## config.mk

```make
export PLATFORM = sky130hd
export DESIGN_NAME = store_buffer_ctrl
export DESIGN_NICKNAME = d
export VERILOG_FILES = /design/src/rtl/store_buffer_ctrl.sv
export SDC_FILE = /design/constraint.sdc
export NUM_CORES = 1
export LEC_CHECK = 0
export BUFFER_PORTS_ARGS = -buffer_cell sky130_fd_sc_hd__buf_2
export CELL_PAD_IN_SITES_DETAIL_PLACEMENT = 2
export CELL_PAD_IN_SITES_GLOBAL_PLACEMENT = 2
export CORE_MARGIN = 3
export CORE_UTILIZATION = 44
export CTS_BUF_LIST = sky130_fd_sc_hd__clkbuf_16
export CTS_CLUSTER_DIAMETER = 150
export DETAILED_ROUTE_END_ITERATION = 8
export PLACE_DENSITY = 0.83
export SYNTH_ARGS = -nofsm -noshare
export SYNTH_HDL_FRONTEND = slang
export SYNTH_SLANG_ARGS = --single-unit
export TNS_END_PERCENT = 1
```

## constraint.sdc

```tcl
create_clock -name clk -period 7.35 [get_ports clk]
set_input_delay 1.47 -clock clk [delete_from_list [all_inputs] [get_ports clk]]
set_output_delay 1.47 -clock clk [all_outputs]
set_load 0.01 [all_outputs]
```

## src/rtl/store_buffer_ctrl.sv

```systemverilog
// Posted-write store buffer and single-ported data-memory scheduler.
// Stores retire in one cycle and drain in the background; loads and fences are ordered against them.
module store_buffer_ctrl #(
  parameter int DEPTH = 4
) (
  input  logic                     clk,
  input  logic                     rst,
  input  logic                     req_valid,
  input  logic                     req_fence,
  input  logic [31:0]              req_addr,
  input  logic [31:0]              req_wdata,
  input  logic [3:0]               req_wstrb,
  output logic                     req_ready,
  output logic                     resp_valid,
  output logic [31:0]              resp_rdata,
  output logic                     mem_valid,
  output logic [31:0]              mem_addr,
  output logic [31:0]              mem_wdata,
  output logic [3:0]               mem_wstrb,
  input  logic                     mem_ready,
  input  logic [31:0]              mem_rdata,
  output logic [$clog2(DEPTH):0]   sb_count,
  output logic                     sb_empty
);

  localparam int AW = $clog2(DEPTH);
  localparam int CW = AW + 1;

  typedef enum logic [1:0] {IDLE, DRAIN, LOAD, FENCE} state_t;

  // Handshake: a request is taken in the cycle req_valid && req_ready;
  // a memory transaction completes in the cycle mem_valid && mem_ready.

  state_t           state_q, state_d;
  logic [31:0]      addr_mem  [DEPTH];
  logic [31:0]      wdata_mem [DEPTH];
  logic [3:0]       wstrb_mem [DEPTH];
  logic [DEPTH-1:0] valid_q;
  logic [AW-1:0]    head_q, tail_q;
  logic             fence_pending_q;

  logic is_store, is_load, is_fence, full, hazard, mem_done;
  logic store_acc, load_acc, fence_acc, issue_drain, drain_done, load_done;
  logic set_fence, clr_fence;

  assign is_store = req_valid && !req_fence && (req_wstrb != 4'd0);
  assign is_load  = req_valid && !req_fence && (req_wstrb == 4'd0);
  assign is_fence = req_valid && req_fence;
  assign full     = (sb_count == CW'(DEPTH));
  assign mem_done = mem_valid && mem_ready;
  assign sb_empty = (sb_count == '0) && (state_q == IDLE);

  // Word-granular address match against every occupied entry, including the one draining.
  always_comb begin
    hazard = 1'b0;
    for (int i = 0; i < DEPTH; i++) begin
      if (valid_q[i] && (addr_mem[i][31:2] == req_addr[31:2])) hazard = 1'b1;
    end
  end

  always_comb begin
    state_d     = state_q;
    store_acc   = is_store && !full && !fence_pending_q;
    load_acc    = 1'b0;
    fence_acc   = 1'b0;
    issue_drain = 1'b0;
    drain_done  = 1'b0;
    load_done   = 1'b0;
    set_fence   = 1'b0;
    clr_fence   = 1'b0;
    case (state_q)
      IDLE: begin
        if (is_load && !hazard) begin
          load_acc = 1'b1;
          state_d  = LOAD;
        end else if (is_fence && (sb_count == '0)) begin
          fence_acc = 1'b1;
        end else if (is_fence) begin
          set_fence = 1'b1;
          state_d   = FENCE;
        end else if (sb_count != '0) begin
          issue_drain = 1'b1;
          state_d     = DRAIN;
        end
      end
      DRAIN: begin
        if (mem_done) begin
          drain_done = 1'b1;
          state_d    = fence_pending_q ? FENCE : IDLE;
        end
      end
      LOAD: begin
        if (mem_done) begin
          load_done = 1'b1;
          state_d   = IDLE;
        end
      end
      FENCE: begin
        if (sb_count == '0) begin
          if (is_fence) begin
            fence_acc = 1'b1;
            clr_fence = 1'b1;
            state_d   = IDLE;
          end
        end else begin
          issue_drain = 1'b1;
          state_d     = DRAIN;
        end
      end
      default: state_d = IDLE;
    endcase
    req_ready = store_acc || load_acc || fence_acc;
  end

  // Entry payload needs no reset; occupancy is tracked by valid_q.
  always_ff @(posedge clk) begin
    if (store_acc) begin
      addr_mem[tail_q]  <= req_addr;
      wdata_mem[tail_q] <= req_wdata;
      wstrb_mem[tail_q] <= req_wstrb;
    end
  end

  always_ff @(posedge clk) begin
    if (!rst) begin
      state_q         <= IDLE;
      valid_q         <= '0;
      head_q          <= '0;
      tail_q          <= '0;
      sb_count        <= '0;
      fence_pending_q <= 1'b0;
      resp_valid      <= 1'b0;
      resp_rdata      <= '0;
      mem_valid       <= 1'b0;
      mem_addr        <= '0;
      mem_wdata       <= '0;
      mem_wstrb       <= '0;
    end else begin
      state_q <= state_d;
      if (store_acc) begin
        valid_q[tail_q] <= 1'b1;
        tail_q          <= tail_q + AW'(1);
      end
      if (drain_done) begin
        valid_q[head_q] <= 1'b0;
        head_q          <= head_q + AW'(1);
      end
      case ({store_acc, drain_done})
        2'b10:   sb_count <= sb_count + CW'(1);
        2'b01:   sb_count <= sb_count - CW'(1);
        default: sb_count <= sb_count;
      endcase
      if (set_fence)      fence_pending_q <= 1'b1;
      else if (clr_fence) fence_pending_q <= 1'b0;
      resp_valid <= store_acc || fence_acc || load_done;
      if (load_done) resp_rdata <= mem_rdata;
      if (load_acc) begin
        mem_valid <= 1'b1;
        mem_addr  <= req_addr;
        mem_wdata <= '0;
        mem_wstrb <= 4'd0;
      end else if (issue_drain) begin
        mem_valid <= 1'b1;
        mem_addr  <= addr_mem[head_q];
        mem_wdata <= wdata_mem[head_q];
        mem_wstrb <= wstrb_mem[head_q];
      end else if (mem_done) begin
        mem_valid <= 1'b0;
      end
    end
  end

endmodule

```

==> After elaboration in Yosys (flattened, before gate mapping) <==
Memory sizes are Yosys's and may differ from the RTL's. A register that Yosys moved wholly into a read port is not among the register bits.
Cells that the tools add are included.
{ "op_classes": {"addsub": 4, "magnitude_cmp": 4, "eq_ne": 15, "mux": 53, "n_bitwise": 4, "reduce_logical": 35} }
{ "ops": {"columns": ["operator", "count"], "rows": [
  ["$eq 30x30->1", 4],
  ["$mux 32", 2],
  ["$mux 1", 31],
  ["$mux 2", 11],
  ["$logic_and 1x1->1", 16],
  ["$mux 4", 3],
  ["$pmux 2 s4", 1],
  ["$eq 2x2->1 const B", 3],
  ["$lt 2x3->1 const B", 2],
  ["$ne 3x3->1 const B", 2],
  ["$pmux 3 s2", 1],
  ["$reduce_bool 2->1", 3],
  ["$reduce_bool 3->1", 2],
  ["$reduce_and 5->1", 1],
  ["$add 2x1->2 const B", 2],
  ["$and 4x4->4", 1],
  ["$demux 1 s2", 2],
  ["$eq 2x1->1 const B", 2],
  ["$ge 2x1->1 const B", 2],
  ["$logic_not 1->1", 4],
  ["$logic_not 4->1", 1],
  ["$logic_or 1x1->1", 4],
  ["$ne 2x2->1 const B", 2],
  ["$ne 4x2->1 const B", 1],
  ["11 further kinds", 12]
]} }
{ "word_totals": {"reg_bits": 80, "ram_bits": 272, "input_bits": 105, "output_inout_bits": 107, "word_cells": 128, "n_memories": 3} }
{ "memory_table": {"columns": ["name", "depth", "width", "rd", "rd_clocked_by_memory_dff", "write_ports", "line_no", "source"], "rows": [
  ["addr_mem", 4, 32, 5, 1, 1, "35", "logic [31:0] addr_mem [DEPTH];"],
  ["wdata_mem", 4, 32, 1, 1, 1, "36", "logic [31:0] wdata_mem [DEPTH];"],
  ["wstrb_mem", 4, 4, 1, 1, 1, "37", "logic [3:0] wstrb_mem [DEPTH];"]
]} }

==> Logic depth before layout (Yosys ltp) <==
{ "logic_depth": {"ltp_word": 12, "mapped_depth": 12, "ltp_nobuf": 9} }

==> Worst setup path before layout <==
No wires, ideal clock.
{ "synth_timing": {"kind": "input to register", "start": "input req_fence", "end": "memory addr_mem[0][0] (enable)", "arrival_ns": 4.172, "path_slack_ns": 2.743, "path_stages": 3, "path_buffers": 0, "path_cell_list": "nand2b_1 a2111oi_1 and2_1"} }
{ "synth_between": {"elab_chain_len": 7} }
{ "synth_lines": {"columns": ["item", "line_no", "source"], "rows": [
  ["from (decl)", "9", "input logic req_fence,"],
  ["$logic_not 1->1", "46", "assign is_store = req_valid && !req_fence && (req_wstrb != 4'd0);"],
  ["$logic_and 1x1->1 (2 in a row)", "46", null],
  ["$logic_and 1x1->1 (2 in a row)", "63", "store_acc = is_store && !full && !fence_pending_q;"],
  ["$mux 1", "117", "if (store_acc) begin"],
  ["$mux 1 (not written as such)", "118", "addr_mem[tail_q] <= req_addr;"],
  ["to (decl)", "35", null]
]} }
Every way passes these cells.

==> Worst setup path in the final report <==
{ "layout_timing": {"start": "input req_wstrb[1]", "end": "output req_ready"} }
{ "layout_between": {"elab_chain_len": 7, "word_cells_on_any_way": 13, "classes_between": "mux: 4; reduce/logical: 9"} }
{ "layout_lines": {"columns": ["item", "line_no", "source"], "rows": [
  ["from (decl)", "12", "input logic [3:0] req_wstrb,"],
  ["$logic_not 4->1", "47", "assign is_load = req_valid && !req_fence && (req_wstrb == 4'd0);"],
  ["$logic_and 1x1->1", "47", null],
  ["$logic_and 1x1->1", "73", "if (is_load && !hazard) begin"],
  ["$mux 1", "73", null],
  ["$mux 1", "71", "case (state_q)"],
  ["$logic_or 1x1->1", "112", "req_ready = store_acc || load_acc || fence_acc;"],
  ["$logic_or 1x1->1 (*)", "112", null],
  ["to (decl)", "13", "output logic req_ready,"]
]} }
Every way passes the cells marked *; elsewhere a longest branch is shown, timed or not.

==> impl_results.md <==
* Status: finished clean
* Syn Nets at 1185
* DR pass1 iterations at 5
* Num Clock Sinks at 390
* Crit end category: output pin
* Max Clock Skew at 0.0164 ns
* Drt total wl at 46100 um
* FILL cells at about 3200
* DIE HEIGHT at 196 um
* H-tree depth at 2
* Setup_tns at 0 ns
* Syn Area/Cell at 15.0 sq um
* CTS Buffer Depth at 3
* Multiplexer area fraction after synthesis at 0.140
* Register bit total from synthesis at 390
* Simple-gate share of the synthesized area at 0.0592
* Mapped cell area at 15900 sq um
* Worst setup startpoint: req_wstrb[1]
* Arr. time, crit path at between 3 and 4 ns
* EDFF count, synth at 272
* Vias per cell at 5.54
* Core region area at between 30000 and 40000 sq um
* Worst-path fanout max at 5
* Max rail drop VDD at 0.000208 V
* CTS tree: yes
* Least-Margin Pin Slew at 1.18 ns
* Worst setup path class: primary input to output pin
* Wire per inst at 26.2 um
* Asr flop ratio synth at 0
* Final Hold Slack at 0.457 ns
* Part of the power in registers at 0.488
* Power per cell area at approximately 270 nW/um^2
* CTS root buf: clkbuf_16
* CTS hold repair buffers at 0
* Sw frac at 0.246
* Post-Synth XOR/XNOR Area at 0.0686
* Sequential area share after synthesis at 0.661
* Initial core utilization at 0.447
* First-pass GRT wire length at 69500 um
* Rows at around 70
* Vias at just under 10000
* PortBufs at 211
* Worst-skew pair later-pin latency at 0.55 ns
* Max transition margin at 0.212
* Final hold violations at 0
* IO Count at 212
* Layout Nets at roughly 1400
* CP required at 5.88 ns
* Min-delay worst type: register to register
* Worst setup SP type: primary input
* Synth Warn # at 0
* Iter 0 DRT Violations at about 670
* Combinational power share at 0.105
* Main area contributors after synthesis: edfxtp_1, dfxtp_1, mux4_2
* Number of max-cap violations at 0
* Sw Pwr at 1.27 mW
* Vias in the first global route at 10900
* Primary FF master, synth: edfxtp_1
* Full die area at 38600 sq um
* Synth area leader: edfxtp_1
* Synth Area in Compound Gates at 0.0328
* Pin count of the biggest net entering global routing at around 50
* RSZ-0062 raised after global routing: no
* Main combinational cell family by area after synthesis: multiplexers
* Reg2reg start: addr_mem[3][22]$_DFFE_PP_
* Die X at 196 um
* Overflow after GRT at 0
* Initial antenna violation count at 5
* GR Util All Layers at 0.238
* Final slew viol count at 0
* Clock power share at 0.407
* Top-area cell type share of the netlist area at 0.512
* Antenna viol nets, final at 0
* Minimum clock period at 5.42 ns
* TritonCTS Buffers at 43
* # DRC at 0
* DP Wirelength at 30200 um
* Adder-cell area share of the yosys netlist at 0.0115
* Setup-failing EPs final at 0
* Post-CTS setup buffer count at 0
* Fmax at 184 MHz
* Layout cells sized above 1 at 0.283
* Clock-pin slew on the worst setup and hold paths at 0.06 ns
* Gpl congestion at around 0.8
* P&R area growth vs syn at 17.2%
* Post-Syn Instances at between 1000 and 1500
* Hold Crit Start: resp_rdata[5]$_SDFFE_PN0P_
* Tcrit/Tclk final at 0.737
* Leakage power at between 6 and 7 nW
* Distinct cells, synth at 37
* Internal power at between 3 and 4 mW
* Number of resized instances in the post-cts repair step at 0
layout by cell type, fill, tap and decap left out, types with 45 or more instances in the layout:
master     Yosys  final
edfxtp_1     272    272
dfxtp_1      118    115
a21oi_1       45     45
mux2i_1       70     70
xnor2_1       99     99
nor2_1        54     53
nand2_1      103    102
buf_2         28    211
clkbuf_16      0     45
mux4_2        68     68
power by group through the flow:
stage	clock network [mW]	registers [mW]	logic (mW)
after floorplan	0	2.56	0.301
after global placement	0	2.54	0.509
after detailed placement	0	2.55	0.534
after CTS	2.14	2.51	0.546
after global routing	2.23	2.51	0.588
final	2.09	2.51	0.540
cell usage after synthesis, drive strengths merged (2+ instances only):
| cell type | number |
|---|---|
| edfxtp | 272 |
| dfxtp | 118 |
| nand2 | 103 |
| xnor2 | 100 |
| mux2i | 70 |
| mux4 | 68 |
| nor2 | 54 |
| a21oi | 45 |
| buf | 43 |
| o21ai | 37 |
| clkbuf | 33 |
| nand4 | 26 |
| xor2 | 24 |
| ha | 13 |
| nor4 | 13 |
| inv | 12 |
| a31oi | 5 |
| nand3 | 5 |
| and2 | 4 |
| o21a | 4 |
| nand2b | 3 |
| and3 | 2 |
| nor3 | 2 |
| or3 | 2 |
flip-flops by register name, summed over array words and instances, names as in the netlist, named ones only:
name             cells
wstrb_mem           16
mem_valid            1
tail_q               2
resp_rdata          32
mem_addr            32
mem_wstrb            4
head_q               2
sb_count             3
addr_mem           128
mem_wdata           32
fence_pending_q      1
valid_q              4
resp_valid           1
wdata_mem          128
state_q              2
worst max-delay path, stage by stage:
cell and delay, ns:
buf_2 0.13, nor4_1 0.78, nand2b_1 0.26, a41oi_1 0.44, nand3_1 0.25, nor2b_1 0.21
o21ai_0 0.21, buf_2 0.20
path summary, 6_finish.rpt:
check	end	slack [ns]	cells after the start
max	req_ready	1.93	8
min	resp_rdata[5]$_SDFFE_PN0P_	0.46	2
max reg2reg	mem_addr[24]$_SDFFE_PN0P_	4.09	8
min reg2reg	resp_rdata[5]$_SDFFE_PN0P_	0.46	2
cell type report:
type                       instances  area [sq um]  area share
antenna                            2          5.00    0.000268
sequential                       390         10500       0.564
clock buffer                      45          1130      0.0603
inverter                          12          45.0     0.00241
multi-input combinational        588          5000       0.268
tap                              461           577      0.0309
timing repair buffer             225          1160      0.0621
clock inverter                    35           240      0.0129
routing by layer:
| layer | wire, um | track usage |
|---|---|---|
| met1 | 19300 | 0.309 |
| met3 | 2850 | 0.0526 |
| met2 | 23100 | 0.410 |
| met5 | 37 | 0 |
| met4 | 820 | 0.0562 |
through the flow:
stage	setup slack (ns)	cells	power, mW	instance area [sq um]	util
after global routing	1.78	1758	5.33	18700	0.524
after global placement	2.20	1676	3.05	17300	0.486
after CTS	1.99	1756	5.19	18700	0.524
final	1.93	1758	5.14	18700	0.524
after floorplan	2.74	1066	2.86	15900	-
after detailed placement	2.11	1676	3.09	17300	0.486
cells by family after synthesis:
logic type	count (synthesis)
XOR/XNOR	124
AND/OR/NAND/NOR	215
AO/OA/AOI/OAI	97
flip-flops	390
multiplexers	138
buffers and inverters	88
adder cells (fa/ha/maj)	14
Note: power is estimated with default switching activity, not from simulation.
